[src/rtl/debounce_pkg.sv]
// Shared definitions for the single-channel debouncer: legal timer width
// range and the two-state stability machine encoding.
package debounce_pkg;

    localparam int DEB_TIMER_WIDTH_MIN = 1;
    localparam int DEB_TIMER_WIDTH_MAX = 32;

    // The state bit doubles as the debounced output level.
    typedef enum logic {
        STABLE_LOW  = 1'b0,
        STABLE_HIGH = 1'b1
    } deb_state_e;

endpackage

[src/rtl/debounce_block.sv]
// Single-channel debouncer. The raw input is brought into the clock domain
// through a two-flop synchronizer; the debounced level only follows it after
// the synchronized value has disagreed with the output for 2^TIMER_WIDTH
// consecutive edges. A bounce back to the current level restarts the count.
// One-cycle rise/fall pulses mark each output change.
module debounce_block
    import debounce_pkg::*;
#(
    parameter int TIMER_WIDTH = 22
) (
    input  logic clk,
    input  logic rst,
    input  logic in,
    output logic out,
    output logic rise,
    output logic fall
);

    // Reject unusable counter widths at elaboration.
    if (TIMER_WIDTH < DEB_TIMER_WIDTH_MIN || TIMER_WIDTH > DEB_TIMER_WIDTH_MAX) begin : g_bad_width
        $fatal(1, "debounce_block: TIMER_WIDTH out of range");
    end

    localparam logic [TIMER_WIDTH-1:0] CNT_MAX = '1;
    localparam logic [TIMER_WIDTH-1:0] CNT_ONE = TIMER_WIDTH'(1);

    logic                   sync1;
    logic                   sync2;
    logic [TIMER_WIDTH-1:0] cnt;
    logic [TIMER_WIDTH-1:0] cnt_nxt;
    deb_state_e             state;
    deb_state_e             state_nxt;
    logic                   rise_nxt;
    logic                   fall_nxt;

    // The registered state bit is the debounced level.
    assign out = (state == STABLE_HIGH);

    // Two-flop synchronizer for the asynchronous raw input.
    always_ff @(posedge clk or posedge rst) begin
        if (rst) begin
            sync1 <= 1'b0;
            sync2 <= 1'b0;
        end else begin
            sync1 <= in;
            sync2 <= sync1;
        end
    end

    // State, stability counter and edge-pulse registers.
    always_ff @(posedge clk or posedge rst) begin
        if (rst) begin
            state <= STABLE_LOW;
            cnt   <= '0;
            rise  <= 1'b0;
            fall  <= 1'b0;
        end else begin
            state <= state_nxt;
            cnt   <= cnt_nxt;
            rise  <= rise_nxt;
            fall  <= fall_nxt;
        end
    end

    // Next-state logic: count while the synchronized input disagrees with the
    // output, flip the output when the counter is already saturated. The
    // terminal check sits ahead of the increment so the counter never wraps.
    always_comb begin
        state_nxt = state;
        cnt_nxt   = cnt;
        rise_nxt  = 1'b0;
        fall_nxt  = 1'b0;
        if (sync2 == out) begin
            cnt_nxt = '0;
        end else if (cnt == CNT_MAX) begin
            cnt_nxt   = '0;
            state_nxt = sync2 ? STABLE_HIGH : STABLE_LOW;
            rise_nxt  = sync2;
            fall_nxt  = ~sync2;
        end else begin
            cnt_nxt = cnt + CNT_ONE;
        end
    end

endmodule

[config.mk]
export PLATFORM = sky130hd
export DESIGN_NAME = debounce_block
export DESIGN_NICKNAME = d
export VERILOG_FILES = /design/src/rtl/debounce_pkg.sv /design/src/rtl/debounce_block.sv
export SDC_FILE = /design/constraint.sdc
export NUM_CORES = 1
export LEC_CHECK = 0
export CAP_MARGIN = 10
export CELL_PAD_IN_SITES_DETAIL_PLACEMENT = 0
export CELL_PAD_IN_SITES_GLOBAL_PLACEMENT = 2
export CORE_ASPECT_RATIO = 0.6
export CORE_MARGIN = 2
export CORE_UTILIZATION = 41
export CTS_BUF_LIST = sky130_fd_sc_hd__clkbuf_4 sky130_fd_sc_hd__clkbuf_8
export DETAILED_ROUTE_END_ITERATION = 16
export HOLD_SLACK_MARGIN = 0.06
export PLACE_DENSITY = 0.79
export SYNTH_ARGS = -nofsm -noshare
export SYNTH_HDL_FRONTEND = slang
export SYNTH_SLANG_ARGS = --single-unit
[constraint.sdc]
create_clock -name clk -period 2.05 [get_ports clk]
set_input_delay 0.41 -clock clk [delete_from_list [all_inputs] [get_ports clk]]
set_output_delay 0.41 -clock clk [all_outputs]
set_load 0.02 [all_outputs]
==> results of run 1 <==
==> final cells by class <==
cell class | instances | area [sq um] | area share
sequential | 27 | 676 | 0.470
timing repair buffer | 8 | 72.6 | 0.0505
clock buffer | 4 | 48.8 | 0.0339
inverter | 2 | 7.51 | 0.00522
multi-input combinational | 87 | 581 | 0.404
tap | 42 | 52.6 | 0.0366
==> kinds of logic (layout without fill, tap and decap cells) <==
| kind of cell | Yosys count | count (layout) | synth area share |
|---|---|---|---|
| AO/OA/AOI/OAI | 12 | 12 | 0.0599 |
| XOR/XNOR | 15 | 15 | 0.101 |
| adder cells (fa/ha/maj) | 1 | 1 | 0.00966 |
| buffers and inverters | 7 | 14 | 0.0299 |
| flip-flops | 27 | 27 | 0.522 |
| multiplexers | 1 | 1 | 0.0116 |
| AND/OR/NAND/NOR | 58 | 58 | 0.266 |
==> metrics by stage <==
step           instance area (sq um)   util  std cells  total power, mW
6_report                        1440  0.488        170            0.899
5_1_grt                         1440  0.488        170            0.941
4_1_cts                         1440  0.488        170            0.916
3_5_place_dp                    1390  0.471        166            0.596
3_3_place_gp                    1390  0.471        166            0.596
2_1_floorplan                   1290      -        121            0.582
==> sequential cells by signal (all words and copies together) (netlist names) <==
signal and cells:
fall 1, cnt 22, out 1, sync2 1
rise 1, sync1 1
==> worst min-delay path by stage <==
stage | slack, ns | cells past startpoint | to | from
4_1_cts | 0.36 | 0 | sync2$_DFF_PP0_ | sync1$_DFF_PP0_
3_5_place_dp | 0.34 | 0 | sync2$_DFF_PP0_ | sync1$_DFF_PP0_
5_1_grt | 0.38 | 0 | sync2$_DFF_PP0_ | sync1$_DFF_PP0_
3_3_place_gp | 0.34 | 0 | sync2$_DFF_PP0_ | sync1$_DFF_PP0_
6_report | 0.36 | 0 | sync2$_DFF_PP0_ | sync1$_DFF_PP0_
2_1_floorplan | 0.33 | 0 | sync2$_DFF_PP0_ | sync1$_DFF_PP0_
==> layer usage <==
layer / global-route usage / vias up / part of all wire
met2: 0.239 / 8 / 0.40
li1: - / 438 / -
met4: 0.0327 / 0 / 0.0035
met1: 0.199 / 404 / 0.57
met3: 0.0396 / 2 / 0.031
met5: 0 / - / 0
==> report_power, final <==
group          switching [mW]  internal (mW)  leakage, nW
Combinational          0.0262         0.0136        0.227
Sequential            0.00570          0.539        0.370
Clock                   0.162          0.153       0.0262
==> placed cells by master, fill, tap and decap left out, types with 2 or more instances in the layout <==
cell	instances
nand4_2	2
clkbuf_8	3
or3_1	6
buf_4	3
nor2_1	15
xor2_1	13
a21oi_1	5
o21ai_0	5
and3_1	4
nand3_1	6
nor3b_1	2
nand4_1	9
and2_1	2
xnor2_1	2
dfrtp_1	27
clkdlybuf4s50_1	5
inv_1	2
nand2_1	6
and4_1	4
==> critical path: stages (launching register included) <==
cell and delay (ns):
dfrtp_1 0.41, and4_1 0.44, nand3_4 0.14, or3_4 0.44, mux2_4 0.30
==> impl_metrics.py, run 1 <==
metrics = {
    "status": {
        "status": "completed",
    },
    "layout": {
        "final_layout_size_suffix_gt1_frac": 0.102,
        "n_antenna_cell": 0,
        "syn2layout_area_growth_pct": 11.0,
        "fill_cells": 286,
        "layout.nets": 133,
    },
    "critical_path": {
        "ff2ff_setup_slack_ns": 0.21,
        "startpoint_type": "flop",
        "critPathLaunch": "cnt[6]$_DFF_PP0_",
        "r2r_end": "out$_DFFE_PP0P_",
        "r2r_start": "cnt[6]$_DFF_PP0_",
        "reg2reg_depth": 4,
        "cp_max_fo": 8,
        "arrival_ns": 2.00,
        "required_ns": 2.21,
        "path_class": "reg -> reg",
        "endpoint_kind": "flop",
        "cp-endpoint": "out$_DFFE_PP0P_",
    },
    "timing": {
        "setup_viol": 0,
        "finalHoldViolCount": 0,
        "finalMaxSlewViolations": 0,
        "grt_setup_unrepaired": "false",
        "layout_setup_ws_ns": 0.208,
        "fin_worst_skew_ns": 0.00391,
        "hold_slack_ns": 0.360,
        "finalSetupTns_ns": 0,
        "fin_crit_sh": 0.898,
        "max_freq_mhz": 543,
        "worst_pin_slew_ns": 0.383,
        "finalCriticalPeriod_ns": 1.84,
        "max_slew_margin": 0.745,
    },
    "synth": {
        "synthFlopType": "dfrtp_1",
        "ys_top_cells_by_area": "dfrtp_1 (52%), xor2_1 (8.8%), nand4_1 (4.3%)",
        "synth.most_common_cell": "dfrtp_1",
        "mappedNetlistNets": 125,
        "synth_warnings": 0,
        "synth_common_cells": "dfrtp_1 (27), nor2_1 (15), xor2_1 (13)",
        "syn_avg_cell_area_sq_um": 10.7,
        "synth-async-reset-ratio": 1.00,
        "syn_area_sq_um": 1290,
        "yosysSeqAreaShare": 0.522,
        "synth_cell_types": 25,
        "ys_ff_latch": 27,
        "yosysTopAreaCell": "dfrtp_1",
        "synth_top_area_share": 0.522,
        "postSynthCellCount": 121,
        "synth-edff-count": 0,
    },
    "global_routing": {
        "grt_pass1_vias": 850,
        "track_usage": 0.145,
        "grt_pass1_wl_mm": 3.98,
        "grt_max_degree": 28,
        "antenna_found_initial": 0,
        "gr-total-overflow": 0,
    },
    "detailed_routing": {
        "num_vias": 852,
        "ant_nets": 0,
        "post-route-drc-count": 0,
        "drt_iter0_drc": 73,
        "avgViaCountPerCell": 5.01,
        "totalWireLength_mm": 2.27,
        "wl_per_cell_um": 13.3,
        "firstDrtPassIters": 4,
    },
    "placement": {
        "dp_hpwl_mm": 1.57,
        "post-place-ws_ns": 0.218,
        "portBuffers": 5,
        "gp_congestion": 0.758,
    },
    "clock_tree": {
        "insertion_delay_ns": 0.27,
        "cts_buffers": 3,
        "cts_hold_buf": 0,
        "clkSinkCount": 27,
        "cts_buffer_depth": 2,
        "cts_tree": "built",
        "ctsResizeCount": 0,
        "post_cts_buffers": 0,
        "h-tree-depth": 1,
        "root_buffer": "clkbuf_8",
        "clk_pin_slew_worst_paths_ns": 0.09,
    },
    "floorplan": {
        "core-area_sq_um": 2950,
        "placementRows": 15,
        "die_w_um": 76.6,
        "die_area_sq_um": 3640,
        "pin_count": 6,
        "fp.dieH_um": 47.5,
        "start_util": 0.439,
    },
    "pwr": {
        "p_leak_nw": 0.623,
        "p_per_area_nw_per_um2": 625,
        "ir_drop_uv": 381,
    },
    "flow_run": {
        "max-cap-violations": 0,
    },
    "hold_path": {
        "worstHoldPathType": "reg -> reg",
    },
}
(Power assumes the default switching activity.)
==> inputs of run 2 (changes only) <==
ABC_CLOCK_PERIOD_IN_PS = 2050   (was default)
PLACE_DENSITY = 0.81   (was 0.79)
==> run 2 against run 1 <==
Compared with the run above: sequential cell count stayed put; worst setup slack got worse by 0.022 ns; sequential share of layout area decreased by 0.24 points; sequential power about the same; clock-buffer cell count did not move; clock skew is 0.0021 ns lower; register-to-register slack worse by 0.02 ns; largest cell class unchanged; highest routed layer unchanged.
==> impl_metrics.py, run 2 (synthesis results as in run 1) <==
metrics = {
    "layout": {
        "largest-register": "cnt",
        "syn2layout_area_growth_pct": 11.6,
        "fill_cells": 283,
        "final_cell_mix": "dfrtp_1 (27), nor2_1 (15), xor2_1 (13)",
        "layout_commonest_cell": "dfrtp_1",
        "n_antenna_cell": 0,
        "layout.nets": 134,
        "largest_reg_flops": 22,
        "final_cell_area_sq_um": 1450,
        "final_layout_size_suffix_gt1_frac": 0.109,
    },
    "detailed_routing": {
        "firstDrtPassIters": 4,
        "avgViaCountPerCell": 5.09,
        "drt_iter0_drc": 51,
        "post-route-drc-count": 0,
        "wl_per_cell_um": 13.8,
        "totalWireLength_mm": 2.36,
        "num_vias": 871,
        "ant_nets": 0,
    },
    "global_routing": {
        "track_usage": 0.145,
        "grt_use_met2": 0.218,
        "grt_pass1_vias": 805,
        "grtUsageMet1": 0.201,
        "gr-total-overflow": 0,
        "antenna_found_initial": 0,
        "grt_max_degree": 28,
        "grt_util_met3": 0.0453,
        "grt.busiest_layer": "met2",
        "grt_pass1_wl_mm": 3.85,
    },
    "floorplan": {
        "placementRows": 15,
        "start_util": 0.439,
        "die_area_sq_um": 3640,
        "pin_count": 6,
        "die_w_um": 76.6,
        "core-area_sq_um": 2950,
        "fp.dieH_um": 47.5,
    },
    "clock_tree": {
        "h-tree-depth": 1,
        "root_buffer": "clkbuf_8",
        "cts_tree": "built",
        "cts_buffer_depth": 2,
        "post_cts_buffers": 0,
        "clk_pin_slew_worst_paths_ns": 0.09,
        "ctsResizeCount": 0,
        "clkSinkCount": 27,
        "cts_buffers": 3,
        "insertion_delay_ns": 0.27,
        "cts_hold_buf": 0,
    },
    "timing": {
        "grt_setup_unrepaired": "false",
        "worst_pin_slew_ns": 0.359,
        "max_freq_mhz": 537,
        "finalMaxSlewViolations": 0,
        "fin_worst_skew_ns": 0.00176,
        "layout_setup_ws_ns": 0.186,
        "setup_viol": 0,
        "finalCriticalPeriod_ns": 1.86,
        "fin_crit_sh": 0.909,
        "finalHoldViolCount": 0,
        "finalSetupTns_ns": 0,
        "max_slew_margin": 0.761,
    },
    "critical_path": {
        "ff2ff_setup_slack_ns": 0.19,
        "r2r_start": "cnt[6]$_DFF_PP0_",
        "cp_max_fo": 8,
        "path_class": "reg -> reg",
        "r2r_end": "out$_DFFE_PP0P_",
        "critPathLaunch": "cnt[6]$_DFF_PP0_",
        "required_ns": 2.22,
        "startpoint_type": "flop",
        "arrival_ns": 2.03,
        "endpoint_kind": "flop",
        "reg2reg_depth": 4,
    },
    "pwr": {
        "ir_drop_uv": 282,
        "p_leak_nw": 0.628,
        "swShare": 0.216,
        "p_per_area_nw_per_um2": 623,
        "pwr-share-comb": 0.046,
        "p_clk_frac": 0.349,
        "seq_power_share": 0.605,
        "internal-power_uw": 706,
        "p_sw_uw": 195,
    },
    "hold_path": {
        "worstHoldPathType": "reg -> reg",
        "hold_end": "sync2$_DFF_PP0_",
        "holdPathStages": 0,
        "min-delay-start": "sync1$_DFF_PP0_",
    },
    "placement": {
        "post-place-ws_ns": 0.199,
        "dp_hpwl_mm": 1.67,
        "dpl_cell_area_sq_um": 1400,
        "portBuffers": 5,
        "gp_congestion": 0.772,
    },
    "status": {
        "status": "completed",
    },
    "flow_run": {
        "max-cap-violations": 0,
    },
}
[run 2: cell types whose count changed in the layout (fill, tap and decap cells not counted), sizes merged]
cell	change
buf	+1
[run 2: cell type report]
class	count	area [sq um]	share of cell area
inverter	2	7.51	0.00519
timing repair buffer	9	80.1	0.0554
clock buffer	4	48.8	0.0338
sequential	27	676	0.468
multi-input combinational	87	581	0.402
tap	42	52.6	0.0364
[run 2: worst max-delay path, stage by stage, from the launching register on]
cell     delay, ns
dfrtp_1       0.42
and4_1        0.44
nand3_4       0.14
or3_4         0.45
mux2_4        0.30
[run 2: how the worst max path moves through the flow]
stage                           end  slack (ns)  cells after the start
global placement    out$_DFFE_PP0P_        0.27                      4
CTS                 out$_DFFE_PP0P_        0.18                      4
global route        out$_DFFE_PP0P_        0.11                      4
floorplan           out$_DFFE_PP0P_        0.41                      5
detailed placement  out$_DFFE_PP0P_        0.20                      4
finish              out$_DFFE_PP0P_        0.19                      4
[run 2: stage by stage]
stage / cells / total power [mW] / hold WS, ns / utilization
after floorplan: 121 / 0.582 / 0.331 / -
after global placement: 167 / 0.598 / 0.340 / 0.474
after detailed placement: 167 / 0.598 / 0.348 / 0.474
after CTS: 171 / 0.911 / 0.368 / 0.490
after global routing: 171 / 0.947 / 0.378 / 0.490
final: 171 / 0.901 / 0.363 / 0.490
[run 2: power groups by stage]
| stage | Clock (mW) | Combinational (mW) | Sequential, mW |
|---|---|---|---|
| floorplan | 0 | 0.0278 | 0.554 |
| global route | 0.353 | 0.0470 | 0.546 |
| global placement | 0 | 0.0430 | 0.555 |
| CTS | 0.323 | 0.0429 | 0.545 |
| finish | 0.315 | 0.0416 | 0.545 |
| detailed placement | 0 | 0.0430 | 0.555 |
[run 2: per-layer routing]
metal  routed length, um  vias to the layer above
met5                   0                        -
met4                  19                        0
met3                  60                        2
met2                 998                        5
met1                1280                      417
li1                    -                      447
